## config.mk

```make
export PLATFORM = sky130hd
export DESIGN_NAME = free_list_bank
export DESIGN_NICKNAME = d
export VERILOG_FILES = /design/src/rtl/free_list_bank.sv
export SDC_FILE = /design/constraint.sdc
export NUM_CORES = 1
export LEC_CHECK = 0
export CORE_UTILIZATION = 40
export CTS_CLUSTER_SIZE = 20
export DETAILED_ROUTE_END_ITERATION = 8
export GPL_TIMING_DRIVEN = 0
export HOLD_SLACK_MARGIN = 0.12
export SLEW_MARGIN = 10
export SYNTH_ARGS = -nofsm -noshare
export SYNTH_HDL_FRONTEND = slang
export SYNTH_SLANG_ARGS = --single-unit
```

## constraint.sdc

```tcl
create_clock -name CLK -period 4.8 [get_ports CLK]
set_input_delay 1.44 -clock CLK [delete_from_list [all_inputs] [get_ports CLK]]
set_output_delay 1.44 -clock CLK [all_outputs]
set_load 0.05 [all_outputs]
```

## src/rtl/free_list_bank.sv

```systemverilog
// free_list_bank: one bank of the physical-register free list.
// Circular FIFO of free PR rows (PR = row*PRF_BANK_COUNT + BANK_INDEX) with
// occupancy count, low/high watermark flags and a sticky overflow flag.
// Optional feature macro: FREE_LIST_BANK_BYPASS_EN, which forwards an enqueue
// straight to the dequeue port when the list is empty.
module free_list_bank #(
    parameter int unsigned BANK_INDEX      = 0,
    parameter int unsigned LENGTH          = 32,
    parameter int unsigned LOWER_THRESHOLD = 8,
    parameter int unsigned UPPER_THRESHOLD = 24,
    localparam int unsigned ROW_W          = $clog2(LENGTH),
    localparam int unsigned CNT_W          = ROW_W + 1
) (
    input  logic             CLK,
    input  logic             RST,
    input  logic             enq_valid,
    input  logic [ROW_W-1:0] enq_PR_row,
    output logic             deq_valid,
    input  logic             deq_ready,
    output logic [ROW_W-1:0] deq_PR_row,
    output logic [CNT_W-1:0] count,
    output logic             below_lower,
    output logic             above_upper,
    output logic             overflow_err
);

    // Architectural registers occupy the first AR_COUNT PRs, i.e. the first
    // AR_COUNT/PRF_BANK_COUNT rows of every bank are never free after reset.
    localparam int unsigned PRF_BANK_COUNT = 4;
    localparam int unsigned AR_COUNT       = 32;
    localparam int unsigned RESERVED_ROWS  = AR_COUNT / PRF_BANK_COUNT;
    localparam int unsigned RST_FREE       = LENGTH - RESERVED_ROWS;

    localparam logic [CNT_W-1:0] CNT_RST  = CNT_W'(RST_FREE);
    localparam logic [CNT_W-1:0] CNT_FULL = CNT_W'(LENGTH);
    localparam logic [ROW_W-1:0] TAIL_RST = ROW_W'(RST_FREE % LENGTH);
    localparam logic [ROW_W-1:0] PTR_LAST = ROW_W'(LENGTH - 1);
    localparam logic [CNT_W-1:0] LOW_WM   = CNT_W'(LOWER_THRESHOLD);
    localparam logic [CNT_W-1:0] HIGH_WM  = CNT_W'(UPPER_THRESHOLD);

    logic [ROW_W-1:0] entry_q [LENGTH];
    logic [ROW_W-1:0] head_q;
    logic [ROW_W-1:0] tail_q;
    logic [CNT_W-1:0] count_q;
    logic             ovf_q;

    logic [ROW_W-1:0] head_d;
    logic [ROW_W-1:0] tail_d;
    logic [CNT_W-1:0] count_d;
    logic             ovf_d;

    logic             empty_c;
    logic             full_c;
    logic             bypass_c;
    logic             bypass_take_c;
    logic             fifo_deq_c;
    logic             enq_acc_c;
    logic             enq_drop_c;

    // Pointer advance with explicit wrap so non-power-of-two depths work.
    function automatic logic [ROW_W-1:0] ptr_inc(input logic [ROW_W-1:0] p);
        return (p == PTR_LAST) ? '0 : p + ROW_W'(1);
    endfunction

    assign empty_c = (count_q == '0);
    assign full_c  = (count_q == CNT_FULL);

`ifdef FREE_LIST_BANK_BYPASS_EN
    // Empty list: the freed row is offered to rename in the same cycle.
    assign bypass_c = empty_c && enq_valid;
`else
    assign bypass_c = 1'b0;
`endif

    // Handshake decode: which of dequeue / enqueue / overflow happen this cycle.
    always_comb begin
        fifo_deq_c    = 1'b0;
        bypass_take_c = 1'b0;
        enq_acc_c     = 1'b0;
        enq_drop_c    = 1'b0;
        // Dequeue from storage only when a stored row is presented.
        fifo_deq_c    = deq_ready && !empty_c;
        // A bypassed row consumed by rename never touches the storage.
        bypass_take_c = bypass_c && deq_ready;
        // A full list still accepts an enqueue if a slot frees the same cycle.
        enq_acc_c     = enq_valid && (!full_c || fifo_deq_c) && !bypass_take_c;
        enq_drop_c    = enq_valid && full_c && !fifo_deq_c;
    end

    // Next-state computation for pointers, occupancy and the sticky error.
    always_comb begin
        head_d  = head_q;
        tail_d  = tail_q;
        count_d = count_q;
        ovf_d   = ovf_q;
        if (fifo_deq_c) begin
            head_d = ptr_inc(head_q);
        end
        if (enq_acc_c) begin
            tail_d = ptr_inc(tail_q);
        end
        count_d = count_q + CNT_W'(enq_acc_c) - CNT_W'(fifo_deq_c);
        if (enq_drop_c) begin
            ovf_d = 1'b1;
        end
    end

    // Control state registers; reset restores the post-boot free list.
    always_ff @(posedge CLK) begin
        if (RST) begin
            head_q  <= '0;
            tail_q  <= TAIL_RST;
            count_q <= CNT_RST;
            ovf_q   <= 1'b0;
        end else begin
            head_q  <= head_d;
            tail_q  <= tail_d;
            count_q <= count_d;
            ovf_q   <= ovf_d;
        end
    end

    // Entry storage: reset preloads rows RESERVED_ROWS..LENGTH-1 in order.
    always_ff @(posedge CLK) begin
        if (RST) begin
            for (int unsigned i = 0; i < LENGTH; i++) begin
                entry_q[i] <= (i < RST_FREE) ? ROW_W'(i + RESERVED_ROWS) : '0;
            end
        end else if (enq_acc_c) begin
            entry_q[tail_q] <= enq_PR_row;
        end
    end

    // Structural invariants: legal bank index, occupancy never past depth.
    always_ff @(posedge CLK) begin
        if (!RST) begin
            assert ((BANK_INDEX < PRF_BANK_COUNT) && (count_q <= CNT_FULL));
        end
    end

`ifdef FREE_LIST_BANK_BYPASS_EN
    // Dequeue port: stored head, or the incoming row when bypassing.
    assign deq_valid  = !empty_c || bypass_c;
    assign deq_PR_row = bypass_c ? enq_PR_row : entry_q[head_q];
`else
    // Dequeue port driven purely from registered state.
    assign deq_valid  = !empty_c;
    assign deq_PR_row = entry_q[head_q];
`endif

    assign count        = count_q;
    assign overflow_err = ovf_q;
    assign below_lower  = (count_q < LOW_WM);
    assign above_upper  = (count_q > HIGH_WM);

endmodule

```

After elaboration in Yosys (flattened, before gate mapping) --
Memories as Yosys holds them, arrays and structs flattened. A register that Yosys moved wholly into a read port is not among the register bits. Index checks and enable logic that the tools add are counted.
Word-level totals: memories kept 1, logic and storage cells 36, bits in writable memories 160, input port bits 9, register bits 17, output and inout port bits 15
Memories:
- entry_q | words 32, bits a word 5, rd ports 1, clocked after memory_dff 1, wr ports 32, RTL line 41 | logic [ROW_W-1:0] entry_q [LENGTH];
Operators by class: multiplexer cells 12, reduce and logical (&&, ||, !) cells 10, equal/unequal tests 3, order comparisons 2, $add $sub $neg 4
Operator list (count):
- 5-bit two-way mux | 6
- 5-bit by 1-bit adder with 5-bit output (second input constant) | 2
- 5-bit equality test (second input constant) | 2
- 6-bit by 1-bit adder with 6-bit output | 1
- 6-bit equality test (second input constant) | 1
- 6-bit by 5-bit > comparator with 1-bit output (second input constant) | 1
- 6-bit logical NOT | 1
- 6-bit by 4-bit less-than comparator with 1-bit output (second input constant) | 1
- 1-bit two-way mux | 6
- 6-bit by 1-bit subtractor with 6-bit output | 1
- 5-bit OR reduction | 1
- 1-bit logical AND | 4
- 1-bit logical NOT | 3
- 1-bit logical OR | 1

Depth between registers and ports, before layout --
Gate-level depths: netlist (run 1).
depth after elaboration 10, depth in mapped cells 14, mapped depth without buffers 12

Worst setup path after synthesis (run 1) --
OpenSTA, ideal clock, no wires.
path kind flip-flop to output port, from reg count_q[4] (netlist: count[4]), to out below_lower, data required time 3360 ps, arrival time 2209 ps, slack 1151 ps, cell stages (with the launch flop) 4, buffers on the path 0, cell sequence dfxtp_1 inv_1 ha_1 a21boi_0
Between the ends: cells in the longest elaborated chain, start to end 1
RTL lines:
- start: declaration | RTL line 44 | logic [CNT_W-1:0] count_q;
- start signal: assignment | RTL line 118 | count_q <= count_d;
- 6-bit by 4-bit less-than comparator with 1-bit output | RTL line 153 | assign below_lower = (count_q < LOW_WM);
- end: declaration | RTL line 22 | output logic below_lower,
Every way passes these cells.

==> impl_metrics.tcl, run 1 <==
set metrics [dict create \
    status "completed" \
    min_period_ns 4.67 \
    die_w_um 150 \
    grt_usage 0.215 \
    cts_root_buffer "clkbuf_16" \
    syn_area_per_cell_um2 12.3 \
    start_util 0.412 \
    synth_top_cell_by_area "edfxtp_1" \
    hold_path.class "reg2reg" \
    grt_setup_unrepaired "no" \
    setup_viol 0 \
    grt_max_degree 17 \
    synth-adder-area-share 0.0295 \
    cts_sinks 182 \
    synth_edf_count 160 \
    cts_hold_buf 0 \
    hpwl_um 16400 \
    max_freq_ghz 0.214 \
    post_cts_buffers 0 \
    final.setup_skew_ns 0.0125 \
    crit_required_ns 3.36 \
    cts_tree "done" \
    die_h_um 150 \
    netlist.area_leader.share 0.549 \
    slew_headroom 0.384 \
    antenna_left 0 \
    ys_seq_area_frac 0.600 \
    p_leak_nw 3.00 \
    ios 24 \
    drt_iter0_drc 739 \
    rr_startpoint "count[3]" \
    drv_slew 0 \
    fin_area_mm2 0.00995 \
    design.die.area_mm2 0.0225 \
    antenna_found_initial 0 \
    place.gp.congestion 0.882 \
    drt_pass1_iterations 6 \
    max-vdd-ir-drop_mv 0.434 \
    synthFlopType "edfxtp_1" \
    synth_cell_types 48 \
    core-area_mm2 0.0212 \
    hold_viol 0 \
    end_kind "output pin" \
    row_count 53 \
    syn-instance-count 713 \
    h-tree-depth 4 \
    vias 5918 \
    period_share 0.972 \
    clockBufferDepth 2 \
    clk_latency_ns 0.44 \
    fillers 1890 \
    overflow 0 \
    synth_xor_area_frac 0.00300 \
    clkTransAtPathRegs_ns 0.07 \
    dpl_cell_area_mm2 0.00930 \
    grt_pass1_wl_um 34800 \
    async_flop_share 0 \
    yosysWarnings 0 \
    power.density_mw_per_mm2 401 \
    crit_fanout 10 \
    startpoint_type "register" \
    worstHoldStart "overflow_err" \
    ys_ff_latch 182 \
    tightest_slew_ns 0.915 \
    drive_gt1_frac 0.115 \
    drc 0 \
    cp.arrival_ns 3.23 \
    syn2layout_area_growth_pct 13.7 \
    finish.net_count 782 \
    synth_top_cells_by_area "edfxtp_1 (55%), mux4_2 (5.2%), dfxtp_1 (5.0%)" \
    synth_fp_nets 742 \
    synth-compound-area-share 0.0702 \
    cts_resized 0 \
    vias_per_cell 5.68 \
    crit_type "reg2out" \
    grt_pass1_vias 5894 \
    numCtsBuffers 17 \
    maxCapViolations 0 \
    n_antenna_cell 0 \
    synth_simple_gate_area_frac 0.155 \
    muxShareOfSynthArea 0.0996 \
    drt-total-wl_um 22600 \
    numPortBuffers 21 \
    synth.cell_area_mm2 0.00875 \
    tns_ns 0 \
    synth_top_family_by_area "simple AND/OR/NAND/NOR gates" \
    wl_per_cell_um 21.7 \
]
cells by family after synthesis:
| kind of cell | after synthesis |
|---|---|
| DFF | 182 |
| and+or+nand+nor | 279 |
| adders and majority gates | 20 |
| xor gates and xnor gates | 3 |
| buffers and inverters | 81 |
| AOI/OAI and AO/OA | 86 |
| muxes | 62 |
worst max-delay path, stage by stage (launching register included):
cell and delay (ns):
dfxtp_1 0.31, buf_2 0.21, buf_2 0.38, mux4_2 0.57, a221oi_1 0.41, nand3_1 0.17
clkdlybuf4s50_1 0.73
per-layer routing:
metal | vias up | wire [um] | GRT usage
li1 | 2728 | - | -
met1 | 2890 | 9560 | 0.286
met2 | 269 | 10900 | 0.348
met3 | 31 | 1710 | 0.0451
met4 | 0 | 439 | 0.0722
met5 | - | 0 | 0
cells in the final DEF (no fill, tap or decap), drive strengths merged, types with 3 or more instances in the layout:
cell	netlist	routed
nand3	22	22
nor3	86	86
a221oi	5	5
inv	19	19
a31oi	3	3
a22oi	10	10
or4b	4	4
edfxtp	160	160
o21ai	32	32
nand2b	10	10
or3	4	4
nor2b	7	7
clkdlybuf4s50	0	21
dfxtp	22	22
a22o	5	5
ha	19	19
nor2	35	35
bufinv	0	5
clkbuf	36	55
mux2i	42	42
nand4b	3	3
clkinv	0	5
clkinvlp	0	3
or4	3	3
a21oi	22	22
buf	26	26
nand2	89	89
mux4	20	20
o311ai	4	4
and3	4	4
path summary, 6_finish.rpt:
path	end	slack, ns	cells after the start
min	overflow_err	0.48	2
max	deq_PR_row[0]	0.13	6
min reg2reg	overflow_err	0.48	2
max reg2reg	count[4]	1.83	14
through the flow:
step / setup slack, ns / util / power, mW / std cells / hold slack, ns
floorplan: 1.15 / - / 2.28 / 713 / 0.455
global placement: 0.643 / 0.438 / 2.46 / 1009 / 0.453
detailed placement: 0.609 / 0.438 / 2.47 / 1009 / 0.462
CTS: 0.136 / 0.469 / 3.99 / 1041 / 0.484
global route: 0.0153 / 0.469 / 4.11 / 1041 / 0.533
finish: 0.132 / 0.469 / 3.99 / 1041 / 0.477
power breakdown:
part	switching, mW	internal, mW	total [mW]
clock	0.606	0.936	1.54
sequential	0.0351	1.77	1.80
combinational	0.426	0.215	0.641
total	1.07	2.92	3.99
cell usage after synthesis, types with 6 or more instances:
library cell	instances
a21oi_1	22
a22oi_1	10
buf_2	16
buf_4	6
clkbuf_1	36
dfxtp_1	22
edfxtp_1	160
ha_1	19
inv_1	19
mux2i_1	42
mux4_2	20
nand2_1	89
nand2b_1	10
nand3_1	22
nor2_1	35
nor2b_1	7
nor3_1	86
o21ai_0	32
sequential cells by signal, summed over array words and instances (netlist names), named ones only:
signal and flops:
head_q 5, count 6, tail_q 5, entry_q 160, overflow_err 1
cell type report:
type | count | area [um^2] | share of cell area
Tap cell | 275 | 344 | 0.0346
Timing Repair Buffer | 21 | 210 | 0.0211
Clock buffer | 19 | 443 | 0.0445
Inverter | 19 | 71.3 | 0.00717
Sequential cell | 182 | 5250 | 0.527
Clock inverter | 13 | 204 | 0.0205
Buffer | 62 | 305 | 0.0307
Multi-Input combinational cell | 450 | 3120 | 0.314
(Power assumes the default switching activity.)
==> inputs of run 2 (changes only) <==
--- a/config.mk
+++ b/config.mk
@@ -6,4 +6,5 @@
 export NUM_CORES = 1
 export LEC_CHECK = 0
+export CORE_ASPECT_RATIO = 0.75
 export CORE_UTILIZATION = 40
 export CTS_CLUSTER_SIZE = 20
==> constraint.sdc (replaced) <==
create_clock -name CLK -period 4.8 [get_ports CLK]
set_input_delay 1.44 -clock CLK [delete_from_list [all_inputs] [get_ports CLK]]
set_output_delay 1.44 -clock CLK [all_outputs]
set_load 0.1 [all_outputs]
==> run 2 against run 1 <==
- fmax shrank 0.16%
- worst hold slack gained 0.012 ns
- first-iteration DRC count shrank 5.1%
- sequential share of layout area is essentially flat
- highest routed layer unchanged
- power grew 3.6%
- clock power is essentially flat
- die area is essentially flat
- critical endpoint is now deq_PR_row[3]
- global-route usage grew 0.31 points
- non-clock buffer count is the same
==> impl_metrics.tcl, run 2 (same netlist as run 1, synthesis figures left out) <==
set metrics [dict create \
    status "completed" \
    power_mw 4.13 \
    drt_pass1_iterations 5 \
    clk_latency_ns 0.44 \
    cts_sinks 182 \
    layout_commonest_cell "edfxtp_1" \
    overflow 0 \
    slew_headroom 0.349 \
    fin_area_mm2 0.00996 \
    numPortBuffers 21 \
    grt_pass1_vias 5984 \
    fin_util 0.468 \
    fin_ws_ns 0.125 \
    cts_tree "done" \
    fillers 1923 \
    wl_met3_um 2140 \
    start_util 0.411 \
    worstHoldEndpoint "overflow_err" \
    met2_length_um 10400 \
    hold_slack_ns 0.489 \
    numCtsBuffers 17 \
    die_w_um 173 \
    fin_cells 1054 \
    reg2reg_to "count[4]" \
    period_share 0.974 \
    core-area_mm2 0.0213 \
    worstHoldStart "overflow_err" \
    grt_pass1_wl_um 35800 \
    cpLargestDelayFamily "buffers and inverters" \
    row_count 46 \
    n_antenna_cell 0 \
    ff2ff_path_depth 14 \
    design.die.area_mm2 0.0225 \
    crit_chain "buf_2, buf_2, buf_2, mux2i_1, a22oi_1, nand3_1, nand3_1, dlygate4sd2_1" \
    antenna_left 0 \
    antenna_found_initial 0 \
    grt_usage 0.218 \
    die_h_um 130 \
    end_kind "output pin" \
    place.gp.congestion 0.918 \
    routed.top_layer "met4" \
    cp.buffers_inverters 4 \
    finish.net_count 782 \
    top_register "entry_q" \
    hpwl_um 16700 \
    h-tree-depth 4 \
    vias 6038 \
    dpl.cell_count 1022 \
    cpPeakStageDelay_ns 0.87 \
    rr_startpoint "count[3]" \
    ios 24 \
    startpoint_type "register" \
    crit_fanout 10 \
    post_cts_buffers 0 \
    grt_setup_unrepaired "no" \
    cts_hold_buf 0 \
    min_period_ns 4.68 \
    p_leak_nw 3.01 \
    drive_gt1_frac 0.119 \
    tns_ns 0 \
    worst_hold_path.num_cells 2 \
    drt-total-wl_um 23200 \
    setup_viol 0 \
    hold_path.class "reg2reg" \
    final.setup_skew_ns 0.00924 \
    crit_path_frequent_cell "buf_2" \
    cts_root_buffer "clkbuf_16" \
    grt_max_degree 17 \
    syn2layout_area_growth_pct 13.8 \
    max_freq_ghz 0.214 \
    rrSetupSlack_ns 1.84 \
    pre_cts_slack_ns 0.265 \
    drv_slew 0 \
    met1_length_um 10200 \
    dpl_cell_area_mm2 0.00932 \
    maxCapViolations 0 \
    vias_per_cell 5.73 \
    hold_viol 0 \
    drc 0 \
    largest_reg_flops 160 \
    clkTransAtPathRegs_ns 0.07 \
    power.density_mw_per_mm2 415 \
    crit_type "reg2out" \
    drt_iter0_drc 701 \
    layout_common_cells "edfxtp_1 (160), nand2_1 (89), nor3_1 (86), mux2i_1 (42), clkbuf_1 (37)" \
    cpMaxStageDelayCell "dlygate4sd2_1" \
    cp.arrival_ns 3.24 \
    wl_per_cell_um 22.0 \
    crit_required_ns 3.36 \
    max-vdd-ir-drop_mv 0.457 \
    clockBufferDepth 2 \
    tightest_slew_ns 0.973 \
]
[run 2: what timing repair did]
| action | 4_1_cts | 5_1_grt |
|---|---|---|
| setup endpoints to repair | 5 | 2 |
| gates cloned | 0 | 0 |
| gates resized for setup | 5 | 4 |
[run 2: worst reg2reg max path, stage by stage (launching register included)]
cell and delay [ns]:
dfxtp_1 0.38, inv_1 0.12, ha_1 0.17, or3b_1 0.36, buf_4 0.20, o31ai_4 0.34, buf_6 0.20, mux2i_1 0.08
ha_1 0.21, inv_1 0.07, fa_1 0.21, o21bai_1 0.09, a21oi_1 0.18, xor2_1 0.17, nand2_1 0.06
[run 2: metal layers]
layer,vias up,GRT usage
li1,2727,-
met1,2972,0.302
met2,300,0.342
met3,39,0.0469
met4,0,0.0744
met5,-,0
[run 2: final cells by class]
type                            instances  area (um^2)  share of cell area
Timing Repair Buffer                   21          196              0.0197
Clock inverter                         14          224              0.0225
Clock buffer                           18          429              0.0431
Tap cell                              288          360              0.0362
Multi-Input combinational cell        450         3120               0.314
Buffer                                 62          305              0.0307
Sequential cell                       182         5250               0.527
Inverter                               19         71.3             0.00716
[run 2: how the worst max path moves through the flow]
stage | startpoint | endpoint | depth (start not counted)
6_report | register | deq_PR_row[3] | 8
5_1_grt | register | deq_PR_row[3] | 8
4_1_cts | register | deq_PR_row[1] | 8
3_5_place_dp | register | deq_PR_row[1] | 8
3_3_place_gp | register | deq_PR_row[1] | 8
2_1_floorplan | count[4] | below_lower | 3
[run 2: where the power goes]
part | switching, mW | internal (mW) | leakage, nW
Combinational | 0.560 | 0.211 | 1.11
Clock | 0.623 | 0.931 | 0.309
Sequential | 0.0375 | 1.77 | 1.59
